File: src/rtl/pwm_capture.sv
// PWM capture: synchronizes an asynchronous PWM line and measures the period and high time
// of each cycle in clock ticks. Each completed period is emitted as one AXI-stream beat.
module pwm_capture #(
  parameter int COUNTER_WIDTH = 16
) (
  input  logic                         clock,
  input  logic                         reset,
  input  logic                         pwm_in,
  input  logic                         enable,
  input  logic [COUNTER_WIDTH-1:0]     timeout_cycles,
  input  logic                         clear_status,
  output logic [2*COUNTER_WIDTH-1:0]   data_out_tdata,
  output logic                         data_out_tvalid,
  input  logic                         data_out_tready,
  output logic                         data_out_tdest,
  output logic                         stuck_high,
  output logic                         stuck_low,
  output logic                         overrun
);

  localparam logic [COUNTER_WIDTH-1:0] CNT_MAX = '1;
  localparam logic [COUNTER_WIDTH-1:0] CNT_ONE = {{(COUNTER_WIDTH-1){1'b0}}, 1'b1};

  typedef enum logic [1:0] {IDLE, HIGH, LOW} state_t;

  function automatic logic [COUNTER_WIDTH-1:0] sat_inc(input logic [COUNTER_WIDTH-1:0] v);
    return (v == CNT_MAX) ? v : v + CNT_ONE;
  endfunction

  logic                     s1, s2, s3;
  logic [COUNTER_WIDTH-1:0] cnt;
  logic [COUNTER_WIDTH-1:0] high_time;
  state_t                   state;

  logic rise, fall, timeout_hit, load;
  logic set_stuck_high, set_stuck_low, set_overrun;

  assign rise = s2 & ~s3;
  assign fall = ~s2 & s3;

  // A timeout only counts when no edge arrives in the same cycle.
  assign timeout_hit    = (timeout_cycles != '0) && (cnt == timeout_cycles) && !(rise || fall);
  assign load           = enable && (state == LOW) && rise;
  assign set_stuck_high = enable && (state == HIGH) && timeout_hit;
  assign set_stuck_low  = enable && (state == LOW) && timeout_hit;
  assign set_overrun    = load && data_out_tvalid && !data_out_tready;

  assign data_out_tdest = 1'b0;

  // Synchronizer and free-running cycle counter
  always_ff @(posedge clock) begin
    if (reset) begin
      s1  <= 1'b0;
      s2  <= 1'b0;
      s3  <= 1'b0;
      cnt <= '0;
    end else begin
      s1  <= pwm_in;
      s2  <= s1;
      s3  <= s2;
      cnt <= rise ? CNT_ONE : sat_inc(cnt);
    end
  end

  // Measurement FSM, output register and sticky status
  always_ff @(posedge clock) begin
    if (reset) begin
      state           <= IDLE;
      high_time       <= '0;
      data_out_tdata  <= '0;
      data_out_tvalid <= 1'b0;
      stuck_high      <= 1'b0;
      stuck_low       <= 1'b0;
      overrun         <= 1'b0;
    end else begin
      case (state)
        IDLE: begin
          if (enable && rise) state <= HIGH;
        end
        HIGH: begin
          if (!enable) begin
            state <= IDLE;
          end else if (fall) begin
            high_time <= cnt;
            state     <= LOW;
          end else if (timeout_hit) begin
            state <= IDLE;
          end
        end
        LOW: begin
          if (!enable)          state <= IDLE;
          else if (rise)        state <= HIGH;
          else if (timeout_hit) state <= IDLE;
        end
        default: state <= IDLE;
      endcase

      // A load in the handshake cycle keeps valid high with the new data.
      if (load) begin
        data_out_tdata  <= {high_time, cnt};
        data_out_tvalid <= 1'b1;
      end else if (data_out_tvalid && data_out_tready) begin
        data_out_tvalid <= 1'b0;
      end

      stuck_high <= (stuck_high && !clear_status) || set_stuck_high;
      stuck_low  <= (stuck_low  && !clear_status) || set_stuck_low;
      overrun    <= (overrun    && !clear_status) || set_overrun;
    end
  end

endmodule

File: config.mk
export PLATFORM = sky130hd
export DESIGN_NAME = pwm_capture
export DESIGN_NICKNAME = d
export VERILOG_FILES = /design/src/rtl/pwm_capture.sv
export SDC_FILE = /design/constraint.sdc
export NUM_CORES = 1
export LEC_CHECK = 0
export ABC_AREA = 1
export BUFFER_PORTS_ARGS = -buffer_cell sky130_fd_sc_hd__buf_2
export CAP_MARGIN = 20
export CORE_UTILIZATION = 60
export CTS_BUF_LIST = sky130_fd_sc_hd__clkbuf_4 sky130_fd_sc_hd__clkbuf_8
export CTS_CLUSTER_DIAMETER = 40
export CTS_CLUSTER_SIZE = 30
export DETAILED_ROUTE_END_ITERATION = 12
export GPL_TIMING_DRIVEN = 0
export PLACE_DENSITY = 0.85
export SLEW_MARGIN = 20
export SYNTH_ARGS = -nofsm -noshare
export SYNTH_HDL_FRONTEND = slang
export SYNTH_SLANG_ARGS = --single-unit
File: constraint.sdc
create_clock -name clock -period 3.6 [get_ports clock]
set_input_delay 0.72 -clock clock [delete_from_list [all_inputs] [get_ports clock]]
set_output_delay 0.72 -clock clock [all_outputs]
set_load 0.005 [all_outputs]
======== Word-level counts from Yosys, hierarchy flattened ========
Index checks and enable logic that the tools add are counted.
operators by class
  bitwise logic cells ..................... 4
  add/sub/neg operators ................... 1
  equality and inequality tests ........... 6
  mux-type cells .......................... 11
  reduce and logical (&&, ||, !) cells .... 26
operators with widths
  cell                   number
  $add 16x1->16 const B  1
  $eq 16x16->1           1
  $eq 16x16->1 const B   1
  $reduce_bool 16->1     1
  $logic_and 1x1->1      14
  $mux 2                 6
  $pmux 2 s3             1
  $logic_or 1x1->1       4
  $mux 1                 4
  $ne 2x2->1 const B     2
  $logic_not 1->1        3
  $reduce_and 3->1       1
  $and 1x1->1            2
  $eq 2x1->1 const B     1
  $eq 2x2->1 const B     1
  $logic_not 2->1        1
  $not 1->1              2
  $reduce_bool 2->1      1
  $reduce_or 2->1        1
storage, ports and cells
  output and inout port bits .............. 37
  bits of input ports ..................... 22
  register bits after elaboration ......... 73
  word-level logic and storage cells ...... 60

======== Longest topological paths before layout ========
  word-level depth ........................ 9
  mapped depth ............................ 12
  mapped depth without buffers ............ 12

======== Worst setup path before layout ========
OpenSTA, ideal clock, no wires.
  path kind ............................... input port to flip-flop
  start ................................... input timeout_cycles[5]
  end ..................................... register state[0]
  stages .................................. 8
  arrival time ............................ 1.468 ns
  setup time .............................. 0.070 ns
  path slack .............................. 2.063 ns
  buffers on the path ..................... 0
  required time ........................... 3.530 ns
  cells stage by stage .................... or2_2 nand3_1 nor2_1 nand3_1 nand2_1 nand2_1 nand2_1 a21oi_1
on the way
  word-level cells in the longest chain between the ends .. 7
  elaborated cells between the ends (all ways) .. 10
  classes of those cells .................. eq/ne: 1; mux: 6; reduce/logical: 3
ends and longest elaborated chain
  what                                                line  RTL
  from (decl)                                         10    input logic [COUNTER_WIDTH-1:0] timeout_cycles,
  $eq 16x16->1 or $reduce_bool 16->1 (tied branches)  42    assign timeout_hit = (timeout_cycles != '0) && (cnt == timeout_cycles) && !(rise || fall);
  $logic_and 1x1->1 * (2 in a row)                    42
  $mux 2 *                                            -
  $mux 2 (on tied branches) (2 in a row)              -
  $pmux 2 s3 *                                        -
  to (signal assigned)                                68    state <= IDLE;
  to (signal assigned)                                78    if (enable && rise) state <= HIGH;
  to (signal assigned)                                82    state <= IDLE;
  to (decl)                                           33    state_t state;
Every way passes the cells marked *; elsewhere a longest branch is shown, timed or not.
A chain may end at the register's enable or synchronous reset.

======== Final worst setup path ========
  start ................................... register s3
  end ..................................... register cnt[9]
on the way
  word-level cells in the longest chain between the ends .. 3
ends and longest elaborated chain
  what                              line  RTL
  from (decl)                       30    logic s1, s2, s3;
  from (signal assigned)            55    s3 <= 1'b0;
  from (signal assigned)            60    s3 <= s2;
  $not 1->1                         38    assign rise = s2 & ~s3;
  $and 1x1->1                       38
  $reduce_or 2->1 (no source line)  -
  to (signal assigned)              61    cnt <= rise ? CNT_ONE : sat_inc(cnt);
  to (decl)                         31    logic [COUNTER_WIDTH-1:0] cnt;
Every way passes these cells.

==> impl_metrics.yaml <==
grt:
  antenna_found_initial: 0
  overflow: 0
  grt_max_degree: 13
  grt_pass1_vias: 2757
  grt_use_total: 0.2973
  grt_first_pass_wirelength_um: 12250
logic_synthesis:
  ys_types: 32
  synthesis.nets: 467
  syn_area_sq_mm: 0.003161
  netlist_instances: 442
  synth_warnings: 0
  syn_area_per_cell_sq_um: 7.151
  ys_seq_area_frac: 0.4624
  ys_ff_latch: 73
min_path:
  hold_path_end: "s2$_SDFF_PP0_"
  hp-class: "flip-flop to flip-flop"
  hold_depth: 2
  hp-start: "s1$_SDFF_PP0_"
cts:
  cts_tree: "done"
  cts_setup_buffers: 0
  clkSlewWorstSetupHoldPaths_ns: 0.08
  htreeDepth: 3
  clock_path_buffers: 2
  ctsHoldBuffers: 0
  insertion_delay_ns: 0.35
  cts_resized: 0
  root_buffer: "clkbuf_8"
  cts_buffers: 9
  cts_sinks: 73
placement:
  place_congestion: 0.9442
  dp_hpwl_um: 5576
  numPortBuffers: 57
  place_area_sq_mm: 0.003533
floorplanning:
  initial_utilization: 0.6228
  fp.dieArea_sq_mm: 0.005561
  ios: 59
  core_area_sq_mm: 0.005075
  die_y_um: 74.58
  fp-row-count: 26
  fp.dieW_um: 74.58
route:
  final_antenna_net_count: 0
  routed_wl_um: 7850
  dr_total_vias: 3105
  drc: 0
  wire_per_inst_um: 13.44
  dr.pass1.iters: 5
  vias_per_cell: 5.317
  drt_iter0_drc: 268
job:
  cap_violations: 0
finish:
  drive_gt1_frac: 0.1926
  n_antenna_cell: 0
  post-route-cell-area_sq_mm: 0.003727
  nets: 535
  syn_to_final_growth_pct: 17.93
timing:
  fmax_ghz: 0.5361
  finalMaxSlewViolations: 0
  rsz0062_at_grt: "no"
  relSlewSlack: 0.6438
  final-hold-violation-count: 0
  period_needed_ns: 1.865
  setup_viol: 0
  fin_crit_sh: 0.5181
  fin_setup_tns_ns: 0
  finClkSkew_ns: 0.007386
  tightest_slew_ns: 0.5324
worst_setup_path:
  crit_fanout: 9
  timing.rr.start: "s3$_SDFF_PP0_"
  start_kind: "flip-flop"
  ff2ff_path_depth: 7
  end_kind: "flip-flop"
  crit_type: "flip-flop to flip-flop"
  rrSetupSlack_ns: 1.73
  reg2reg_to: "cnt[9]$_SDFFE_PP0P_"
  cp.arrival_ns: 2.17
  critPathRequiredTime_ns: 3.91
pwr:
  power.density_mw_per_mm2: 410.5
  max-vdd-ir-drop_uv: 203.2
  leakagePower_nw: 1.880
status:
  status: "finished, final reports clean"
## sequential cells by signal, summed over array words and instances, names as in the netlist
name,cells
cnt,16
data_out_tdata,32
data_out_tvalid,1
high_time,16
overrun,1
s1,1
s2,1
s3,1
state,2
stuck_high,1
stuck_low,1
## critical path, cell delays in order (launching register included)
cell	delay, ns
dfxtp_1	0.33
inv_1	0.05
ha_1	0.23
nor2_1	0.45
clkinv_1	0.41
a21oi_1	0.21
o21ai_1	0.08
inv_1	0.05
## worst max path at each step
stage	from	endpoint	depth (start not counted)	slack [ns]
after global routing	s3$_SDFF_PP0_	cnt[9]$_SDFFE_PP0P_	7	1.64
after floorplan	timeout_cycles[5]	state[0]$_SDFFE_PP0P_	8	2.06
after detailed placement	reset	cnt[9]$_SDFFE_PP0P_	6	1.56
after global placement	reset	cnt[9]$_SDFFE_PP0P_	6	1.56
after CTS	s3$_SDFF_PP0_	cnt[9]$_SDFFE_PP0P_	7	1.76
final	s3$_SDFF_PP0_	cnt[9]$_SDFFE_PP0P_	7	1.73
## cells in the final DEF, fill, tap and decap left out, drive strengths merged, types with 4 or more instances in the layout
cell type | synthesis | final
nand2 | 89 | 89
dfxtp | 73 | 73
nor2 | 67 | 67
buf | 8 | 65
o21ai | 56 | 56
inv | 53 | 53
a21oi | 46 | 46
clkbuf | 9 | 19
nand3 | 14 | 14
clkinv | 3 | 6
a31oi | 4 | 4
## cells in the mapped netlist (all sizes together)
cell     instances  area, sq um
nand2           89        344.1
dfxtp           73         1461
nor2            67        269.0
o21ai           56        280.3
inv             53        198.9
a21oi           46        230.2
nand3           14        82.58
clkbuf           9        33.78
buf              8        42.54
a31oi            4        25.02
clkinv           3        13.76
ha               3        37.54
nand4            3        33.78
nor3             2        21.27
o211ai           2        15.01
o21a             2        15.01
or2              2        12.51
xor2             2        17.52
conb             1        3.750
nor4             1        6.260
o2111ai          1        8.760
o31ai            1        7.510
## report_power, final
part | total, mW | switching (mW) | internal (mW)
Clock | 0.641 | 0.307 | 0.334
Combinational | 0.0730 | 0.0465 | 0.0264
Sequential | 0.816 | 0.00425 | 0.812
## layer usage
layer,GRT usage,share of wire
met1,0.3791,0.44
met2,0.4825,0.47
met3,0.06640,0.065
met4,0.1321,0.023
met5,0,0
## cells by family (layout without fill, tap and decap cells)
kind of cell / count (synthesis) / in the layout / share of synthesized area
AOI/OAI and AO/OA: 112 / 112 / 0.1841
xor gates and xnor gates: 2 / 2 / 0.005543
adders and majority gates: 3 / 3 / 0.01188
buffers and inverters: 73 / 145 / 0.09145
DFF: 73 / 73 / 0.4624
other: 1 / 1 / 0.001187
and+or+nand+nor: 178 / 178 / 0.2435
## area by class of cell
class / count / area [sq um]
Sequential cell: 73 / 1461
Multi-Input combinational cell: 296 / 1410
Fill cell: 433 / 1348
Timing Repair Buffer: 57 / 285.3
Inverter: 56 / 212.7
Clock buffer: 10 / 137.6
Tap cell: 70 / 87.58
Buffer: 17 / 76.32
Clock inverter: 5 / 56.30
## stage by stage
step | hold slack, ns | std cells | util | setup WS, ns | power [mW]
6_report | 0.4212 | 584 | 0.7345 | 1.735 | 1.530
3_3_place_gp | 0.3928 | 569 | 0.6963 | 1.564 | 0.9037
5_1_grt | 0.4327 | 584 | 0.7345 | 1.645 | 1.575
2_1_floorplan | 0.3883 | 442 | - | 2.063 | 0.8756
3_5_place_dp | 0.4127 | 569 | 0.6963 | 1.557 | 0.9055
4_1_cts | 0.4250 | 584 | 0.7345 | 1.757 | 1.530
(Power assumes the default switching activity.)
